File: src/rtl/pe_sum_collector_if.sv
// Handshake bundle between the PE-array drain stage and the result writer.
// The slave side is the collector; the master side drives rows in and consumes results.
interface pe_sum_collector_if #(
  parameter int COLS  = 4,
  parameter int SUM_W = 19,
  parameter int DEPTH = 8
);
  logic                      in_valid;
  logic [COLS*SUM_W-1:0]     col_sum;
  logic                      out_valid;
  logic                      out_ready;
  logic [COLS*SUM_W-1:0]     out_data;
  logic [$clog2(DEPTH):0]    count;
  logic                      overflow;

  modport slave (
    input  in_valid, col_sum, out_ready,
    output out_valid, out_data, count, overflow
  );

  modport master (
    output in_valid, col_sum, out_ready,
    input  out_valid, out_data, count, overflow
  );
endinterface

File: src/rtl/pe_sum_collector.sv
// Drain stage for the systolic PE array: deskews the staggered bottom-row column
// sums into one aligned row and queues completed rows for the result writer.
module pe_sum_collector #(
  parameter int COLS  = 4,
  parameter int SUM_W = 19,
  parameter int DEPTH = 8
) (
  input  logic               clk,
  input  logic               reset,
  pe_sum_collector_if.slave  bus
);
  localparam int ROW_W = COLS * SUM_W;
  localparam int AW    = $clog2(DEPTH);
  localparam int CW    = AW + 1;

  // vld_q[k] is in_valid delayed k+1 cycles; the top tap marks the aligned row.
  logic [COLS-2:0]  vld_q, vld_d;
  logic [ROW_W-1:0] aligned;

  always_comb begin
    vld_d = (vld_q << 1) | (COLS-1)'(bus.in_valid);
  end

  for (genvar j = 0; j < COLS; j++) begin : g_col
    if (j == COLS - 1) begin : g_direct
      assign aligned[j*SUM_W +: SUM_W] = bus.col_sum[j*SUM_W +: SUM_W];
    end else begin : g_chain
      localparam int LEN = COLS - 1 - j;
      logic [SUM_W-1:0] chain_q [LEN];
      logic [SUM_W-1:0] chain_d [LEN];

      always_comb begin
        chain_d[0] = bus.col_sum[j*SUM_W +: SUM_W];
        for (int k = 1; k < LEN; k++) chain_d[k] = chain_q[k-1];
      end

      always_ff @(posedge clk) begin
        if (reset) begin
          for (int k = 0; k < LEN; k++) chain_q[k] <= '0;
        end else begin
          for (int k = 0; k < LEN; k++) chain_q[k] <= chain_d[k];
        end
      end

      assign aligned[j*SUM_W +: SUM_W] = chain_q[LEN-1];
    end
  end

  logic [ROW_W-1:0] mem_q [DEPTH];
  logic [AW-1:0]    wr_ptr_q, wr_ptr_d;
  logic [AW-1:0]    rd_ptr_q, rd_ptr_d;
  logic [CW-1:0]    count_q, count_d;
  logic             overflow_q, overflow_d;
  logic [ROW_W-1:0] out_data_q, out_data_d;
  logic             push, pop, full, push_acc;

  always_comb begin
    push       = vld_q[COLS-2];
    pop        = (count_q != '0) && bus.out_ready;
    full       = (count_q == CW'(DEPTH));
    push_acc   = push && (!full || pop);
    wr_ptr_d   = push_acc ? wr_ptr_q + AW'(1) : wr_ptr_q;
    rd_ptr_d   = pop ? rd_ptr_q + AW'(1) : rd_ptr_q;
    count_d    = count_q + CW'(push_acc) - CW'(pop);
    overflow_d = overflow_q || (push && full && !pop);
    // The new head is the incoming row only when the queue is otherwise empty.
    if (push_acc && (rd_ptr_d == wr_ptr_q)) out_data_d = aligned;
    else                                    out_data_d = mem_q[rd_ptr_d];
  end

  always_ff @(posedge clk) begin
    if (reset) begin
      vld_q      <= '0;
      wr_ptr_q   <= '0;
      rd_ptr_q   <= '0;
      count_q    <= '0;
      overflow_q <= 1'b0;
      out_data_q <= '0;
    end else begin
      vld_q      <= vld_d;
      wr_ptr_q   <= wr_ptr_d;
      rd_ptr_q   <= rd_ptr_d;
      count_q    <= count_d;
      overflow_q <= overflow_d;
      out_data_q <= out_data_d;
    end
  end

  always_ff @(posedge clk) begin
    if (!reset && push_acc) mem_q[wr_ptr_q] <= aligned;
  end

  assign bus.out_valid = (count_q != '0);
  assign bus.out_data  = out_data_q;
  assign bus.count     = count_q;
  assign bus.overflow  = overflow_q;
endmodule

File: src/flat_wrapper.sv
// flat-port wrapper written by rule: the top's interface ports become plain ports
module pe_sum_collector_flat 
#(
  parameter int COLS  = 4,
  parameter int SUM_W = 19,
  parameter int DEPTH = 8
)
  (clk, reset, bus_in_valid, bus_col_sum, bus_out_ready, bus_out_valid, bus_out_data, bus_count, bus_overflow);
  pe_sum_collector_if #(.COLS(COLS), .SUM_W(SUM_W), .DEPTH(DEPTH)) bus_i ();
  input  logic clk;
  input  logic reset;
  input wire logic [$bits(bus_i.in_valid)-1:0] bus_in_valid;
  input wire logic [$bits(bus_i.col_sum)-1:0] bus_col_sum;
  input wire logic [$bits(bus_i.out_ready)-1:0] bus_out_ready;
  output wire logic [$bits(bus_i.out_valid)-1:0] bus_out_valid;
  output wire logic [$bits(bus_i.out_data)-1:0] bus_out_data;
  output wire logic [$bits(bus_i.count)-1:0] bus_count;
  output wire logic [$bits(bus_i.overflow)-1:0] bus_overflow;
  assign bus_i.in_valid = bus_in_valid;
  assign bus_i.col_sum = bus_col_sum;
  assign bus_i.out_ready = bus_out_ready;
  assign bus_out_valid = bus_i.out_valid;
  assign bus_out_data = bus_i.out_data;
  assign bus_count = bus_i.count;
  assign bus_overflow = bus_i.overflow;
  pe_sum_collector #(.COLS(COLS), .SUM_W(SUM_W), .DEPTH(DEPTH)) u_core (.clk(clk), .reset(reset), .bus(bus_i));
endmodule
File: config.mk
export PLATFORM = sky130hd
export DESIGN_NAME = pe_sum_collector_flat
export DESIGN_NICKNAME = d
export VERILOG_FILES = /design/src/rtl/pe_sum_collector_if.sv /design/src/rtl/pe_sum_collector.sv /design/src/flat_wrapper.sv
export SDC_FILE = /design/constraint.sdc
export NUM_CORES = 1
export LEC_CHECK = 0
export CAP_MARGIN = 20
export CORE_MARGIN = 2
export CORE_UTILIZATION = 43
export DETAILED_ROUTE_END_ITERATION = 10
export GPL_TIMING_DRIVEN = 0
export PLACE_DENSITY = 0.58
export SLEW_MARGIN = 20
export SYNTH_ARGS = -nofsm -noshare
export SYNTH_HDL_FRONTEND = slang
export SYNTH_SLANG_ARGS = --single-unit
File: constraint.sdc
create_clock -name clk -period 19.2 [get_ports clk]
set_input_delay 1.92 -clock clk [delete_from_list [all_inputs] [get_ports clk]]
set_output_delay 1.92 -clock clk [all_outputs]
set_load 0.005 [all_outputs]
; ---- Yosys cells after proc, flatten, opt, wreduce, memory -nomap -nowiden
; Memories as Yosys holds them, arrays and structs flattened. A register that Yosys moved wholly into a read port is not among the register bits.
; Index checks and enable logic that the tools add are counted.
[totals]
elab_cells = 45
mem_count = 4
register_bits = 14
input_bits = 80
ram_bits = 722
out_inout_bits = 82
[memory_table]
columns = name, depth, word_bits, read_ports, rd_clocked_by_memory_dff, wr, line_no
row1 = u_core.mem_q, 8, 76, 1, 1, 1, pe_sum_collector.sv:49  ; logic [ROW_W-1:0] mem_q [DEPTH];
row2 = u_core.g_col[0].g_chain.chain_q, 3, 19, 3, 0, 3, pe_sum_collector.sv:29  ; logic [SUM_W-1:0] chain_q [LEN];
row3 = u_core.g_col[1].g_chain.chain_q, 2, 19, 2, 0, 2, pe_sum_collector.sv:29
row4 = u_core.g_col[2].g_chain.chain_q, 1, 19, 1, 0, 1, pe_sum_collector.sv:29
[op_classes]
reduce_logical = 12
bitwise_logic = 6
muxes = 13
eq_ne = 1
n_addsub = 4
[ops]
columns = cell, count
row1 = $mux 19, 6
row2 = $reduce_or 19->1, 1
row3 = $add 3x1->3 const B, 2
row4 = $mux 1, 6
row5 = $logic_and 1x1->1, 5
row6 = $or 1x1->1, 5
row7 = $add 4x1->4, 1
row8 = $eq 4x4->1 const B, 1
row9 = $reduce_bool 4->1, 1
row10 = $sub 4x1->4, 1
row11 = $logic_not 1->1, 3
row12 = $mux 3, 1
row13 = $or 3x1->3, 1
row14 = $logic_or 1x1->1, 2

; ---- Depth between registers and ports, before layout
[depth]
depth_word = 7
depth_mapped = 12
depth_no_buf = 11

; ---- Least setup slack after synthesis
; OpenSTA, ideal clock, no wires.
[synth_path]
kind = input to register
from = in bus_out_ready
to = mem u_core.mem_q[0][0] in the netlist's numbering (enable)
t_arrival_ns = 7.691
setup_time_ns = 0.603
slack_ns = 10.905
stages = 4
path_cell_list = nor2b_1 > o21ai_1 > or3_1 > nor3_1
[synth_between]
elab_chain_len = 6
[synth_rtl]
columns = item, line_no
row1 = "start, declared", flat_wrapper.sv:14  ; input wire logic [$bits(bus_i.out_ready)-1:0] bus_out_ready;
row2 = $logic_and 1x1->1, pe_sum_collector.sv:59  ; pop = (count_q != '0) && bus.out_ready;
row3 = $logic_or 1x1->1, pe_sum_collector.sv:61  ; push_acc = push && (!full || pop);
row4 = $logic_and 1x1->1, pe_sum_collector.sv:61
row5 = $logic_and 1x1->1, pe_sum_collector.sv:90  ; if (!reset && push_acc) mem_q[wr_ptr_q] <= aligned;
row6 = $mux 1, pe_sum_collector.sv:90
row7 = $mux 1 (implied by the code), pe_sum_collector.sv:90
row8 = "end, declared", pe_sum_collector.sv:49
; No other way between the ends.

; ---- Worst setup path in the final report
[layout_path]
from = in bus_out_ready
to = reg u_core.out_data_q[40], in the netlist u_core.bus.out_data[40], read port of u_core.mem_q
[layout_between]
elab_chain_len = 2
[layout_rtl]
columns = item, line_no
row1 = $logic_and 1x1->1, pe_sum_collector.sv:59
row2 = $mux 3, pe_sum_collector.sv:63  ; rd_ptr_d = pop ? rd_ptr_q + AW'(1) : rd_ptr_q;
row3 = "end, declared", pe_sum_collector.sv:54  ; logic [ROW_W-1:0] out_data_q, out_data_d;
; No other way between the ends.
; A chain may end at the register's enable or synchronous reset.

==> out/metrics.csv <==
metric,value,unit
status,"finished, final reports clean",
die_area,71400,sq um
p_sw_share,26.3,%
cts_hold_buf,0,
final_nets,2019,
grt_usage,18.8,%
io_pins,162,
synth.distinct_cells,37,
drive_gt1_share,16.0,%
port_buffers,160,
multi_input_area,6930,sq um
p_seq_share,42.2,%
whs,431,ps
yosys_warnings,0,
syn_area_per_cell,18.3,sq um
switching_power,0.00125,W
fin_area,36300,sq um
grt_pass1_vias,15400,
die_x,267,um
rows,96,
max_freq,205,MHz
core,68600,sq um
clockPowerShare,33.1,%
post_cts_buffers,0,
period_share,25.4,%
synth_fp_nets,1717,
gp_congestion,0.716,
crit_arrival,5330,ps
slew_violations,0,
crit_path_top_delay_cell,a211oi_1,
cp_num_buf_inv,3,
place_area,33600,sq um
grt_setup_unrepaired,false,
max-vdd-ir-drop,0.0000650,V
setup_tns,0,ps
timing.slew.headroom,32.7,%
layout.cells.most_common_list,"608 x edfxtp_1, 304 x mux2i_1, 204 x dfxtp_1",
start_kind,input pin,
clockBufferDepth,3,
drt.antenna.violating_nets,0,
synth-seq-cells,812,
cts.sinks,812,
htreeDepth,3,
mostFrequentLayoutCell,edfxtp_1,
maxCapViolations,0,
dieHeight,267,um
areaGrowthSynthToFinish,21.9,%
hp-class,reg -> reg,
regArea,22300,sq um
drtPass1Iterations,5,
r2r-start,u_core.bus.count[2],
period_needed,4880,ps
power.total,0.00474,W
diodes,0,
dp_hpwl,42800,um
end_kind,register,
grt_pass1_wl,98000,um
grt_start_max_net_pins,21,
mappedNetlistArea,29800,sq um
postLayoutCoreUtil,52.9,%
cp_slowest_stage_delay,580,ps
cts_resized,0,
syn_inst,1628,
critical_path_class,in -> reg,
clock_latency,620,ps
grt_overflow,0,
crit_path_max_fanout,10,
worst_pin_slew,1010,ps
numCtsBuffers,83,
nFillCells,5480,
hold_viol,0,
finClkSkew,24.1,ps
crit_start,bus_out_ready,
clock-root-buffer,clkbuf_16,
start_util,43.4,%
cts_tree,done,
via_per_inst,5.10,
first_iter_violations,1080,
power.internal,0.00349,W
p_leak,13.3,nW
comb_power_share,24.7,%
ys_seq_area_share,75.0,%
path_clk_slew,60,ps
vias,14900,
pwr_density_cell,130,nW/um^2
setup_violations,0,
finalWirelength,66400,um
post_drt_wl_per_cell,22.7,um
crit_chain,clkdlybuf4s50_1 -> nor2b_1 -> a211oi_4 -> xor2_1 -> nand4_2 -> buf_2 -> clkbuf_1 -> a211oi_1,
critPathTopFamily,buffers and inverters,
drcViolationCount,0,
hp-start,u_core.g_col[1].g_chain.chain_q[0][1],
antenna_found_initial,0,
critical_path_required,19640,ps
metrics by stage:
| stage | setup slack [ps] | instances |
|---|---|---|
| 2_1_floorplan | 10910 | 1628 |
| 3_3_place_gp | 3910 | 2719 |
| 3_5_place_dp | 13710 | 2776 |
| 4_1_cts | 14350 | 2929 |
| 5_1_grt | 14220 | 2929 |
| 6_report | 14320 | 2929 |
state kept, by name (all words and copies together), names as in the netlist:
signal                        flops
u_core.bus.overflow               1
u_core.vld_q                      3
u_core.mem_q                    608
u_core.wr_ptr_q                   3
u_core.rd_ptr_q                   3
u_core.bus.out_data              76
u_core.g_col.g_chain.chain_q    114
u_core.bus.count                  4
per-layer routing:
metal	GRT usage (%)	vias to the layer above	share of wire, %
li1	-	6848	-
met3	2.80	97	4.3
met1	25.7	7645	44
met4	5.48	0	2.0
met5	0	-	0
met2	31.4	339	49
worst register-to-register path, delay by kind of cell (launching register included):
kind,cells,cell delay (ps)
compound gates,2,840
xor+xnor,1,240
fa+ha+maj,1,240
buf+inv,5,1410
flops,1,350
simple gates,2,820
power by group through the flow:
| stage | combinational, W | sequential (W) | clock (W) |
|---|---|---|---|
| floorplan | 0.000789 | 0.00204 | 0 |
| global placement | 0.00118 | 0.00204 | 0 |
| detailed placement | 0.00119 | 0.00204 | 0 |
| CTS | 0.00120 | 0.00200 | 0.00160 |
| global route | 0.00126 | 0.00201 | 0.00167 |
| finish | 0.00117 | 0.00200 | 0.00157 |
worst paths after layout:
kind / to / slack, ps / cells past startpoint
max: u_core.bus.out_data[40] / 14320 / 8
min: u_core.g_col[1].g_chain.chain_q[0][20] / 430 / 1
max reg2reg: u_core.bus.out_data[40] / 15140 / 11
min reg2reg: u_core.g_col[1].g_chain.chain_q[0][20] / 430 / 1
synth_stat cells (all sizes together):
cell    number  share of area, %
a211o        1             0.029
a211oi      77               2.2
a21boi       1             0.025
a21o         1             0.025
a21oi        2             0.034
a311oi       1             0.029
and2         2             0.042
buf         45               1.2
clkbuf      47              0.63
dfxtp      204                14
edfxtp     608                61
fa           1             0.067
ha           8              0.34
inv         10              0.13
mux2i      304                10
mux4        76               5.7
nand2        5             0.063
nand2b       2             0.042
nand4        1             0.042
nor2        91               1.1
nor2b      124               2.6
nor3         2             0.034
nor4bb       3              0.10
o21ai        1             0.017
o31a         1             0.029
or3          1             0.021
or3b         2             0.059
xnor2        2             0.059
xor2         5              0.15
cell type report:
type                            instances  share of cell area, %
Sequential cell                       812                   61.5
Multi-Input combinational cell        714                   19.1
Clock inverter                         25                  0.593
Timing Repair Buffer                  217                   7.26
Buffer                                 92                   1.46
Tap cell                              931                   3.21
Clock buffer                          128                   6.75
Inverter                               10                  0.103
cells by family (layout without fill, tap and decap cells):
group | after synthesis | count (layout) | share of synthesized area [%]
DFF | 812 | 812 | 75.0
adders and majority gates | 9 | 9 | 0.403
AOI/OAI and AO/OA | 85 | 85 | 2.36
muxes | 380 | 380 | 16.0
buffers and inverters | 102 | 472 | 1.91
xor gates and xnor gates | 7 | 7 | 0.206
and+or+nand+nor | 233 | 233 | 4.15
No activity file was read; power rests on OpenSTA's default activity.
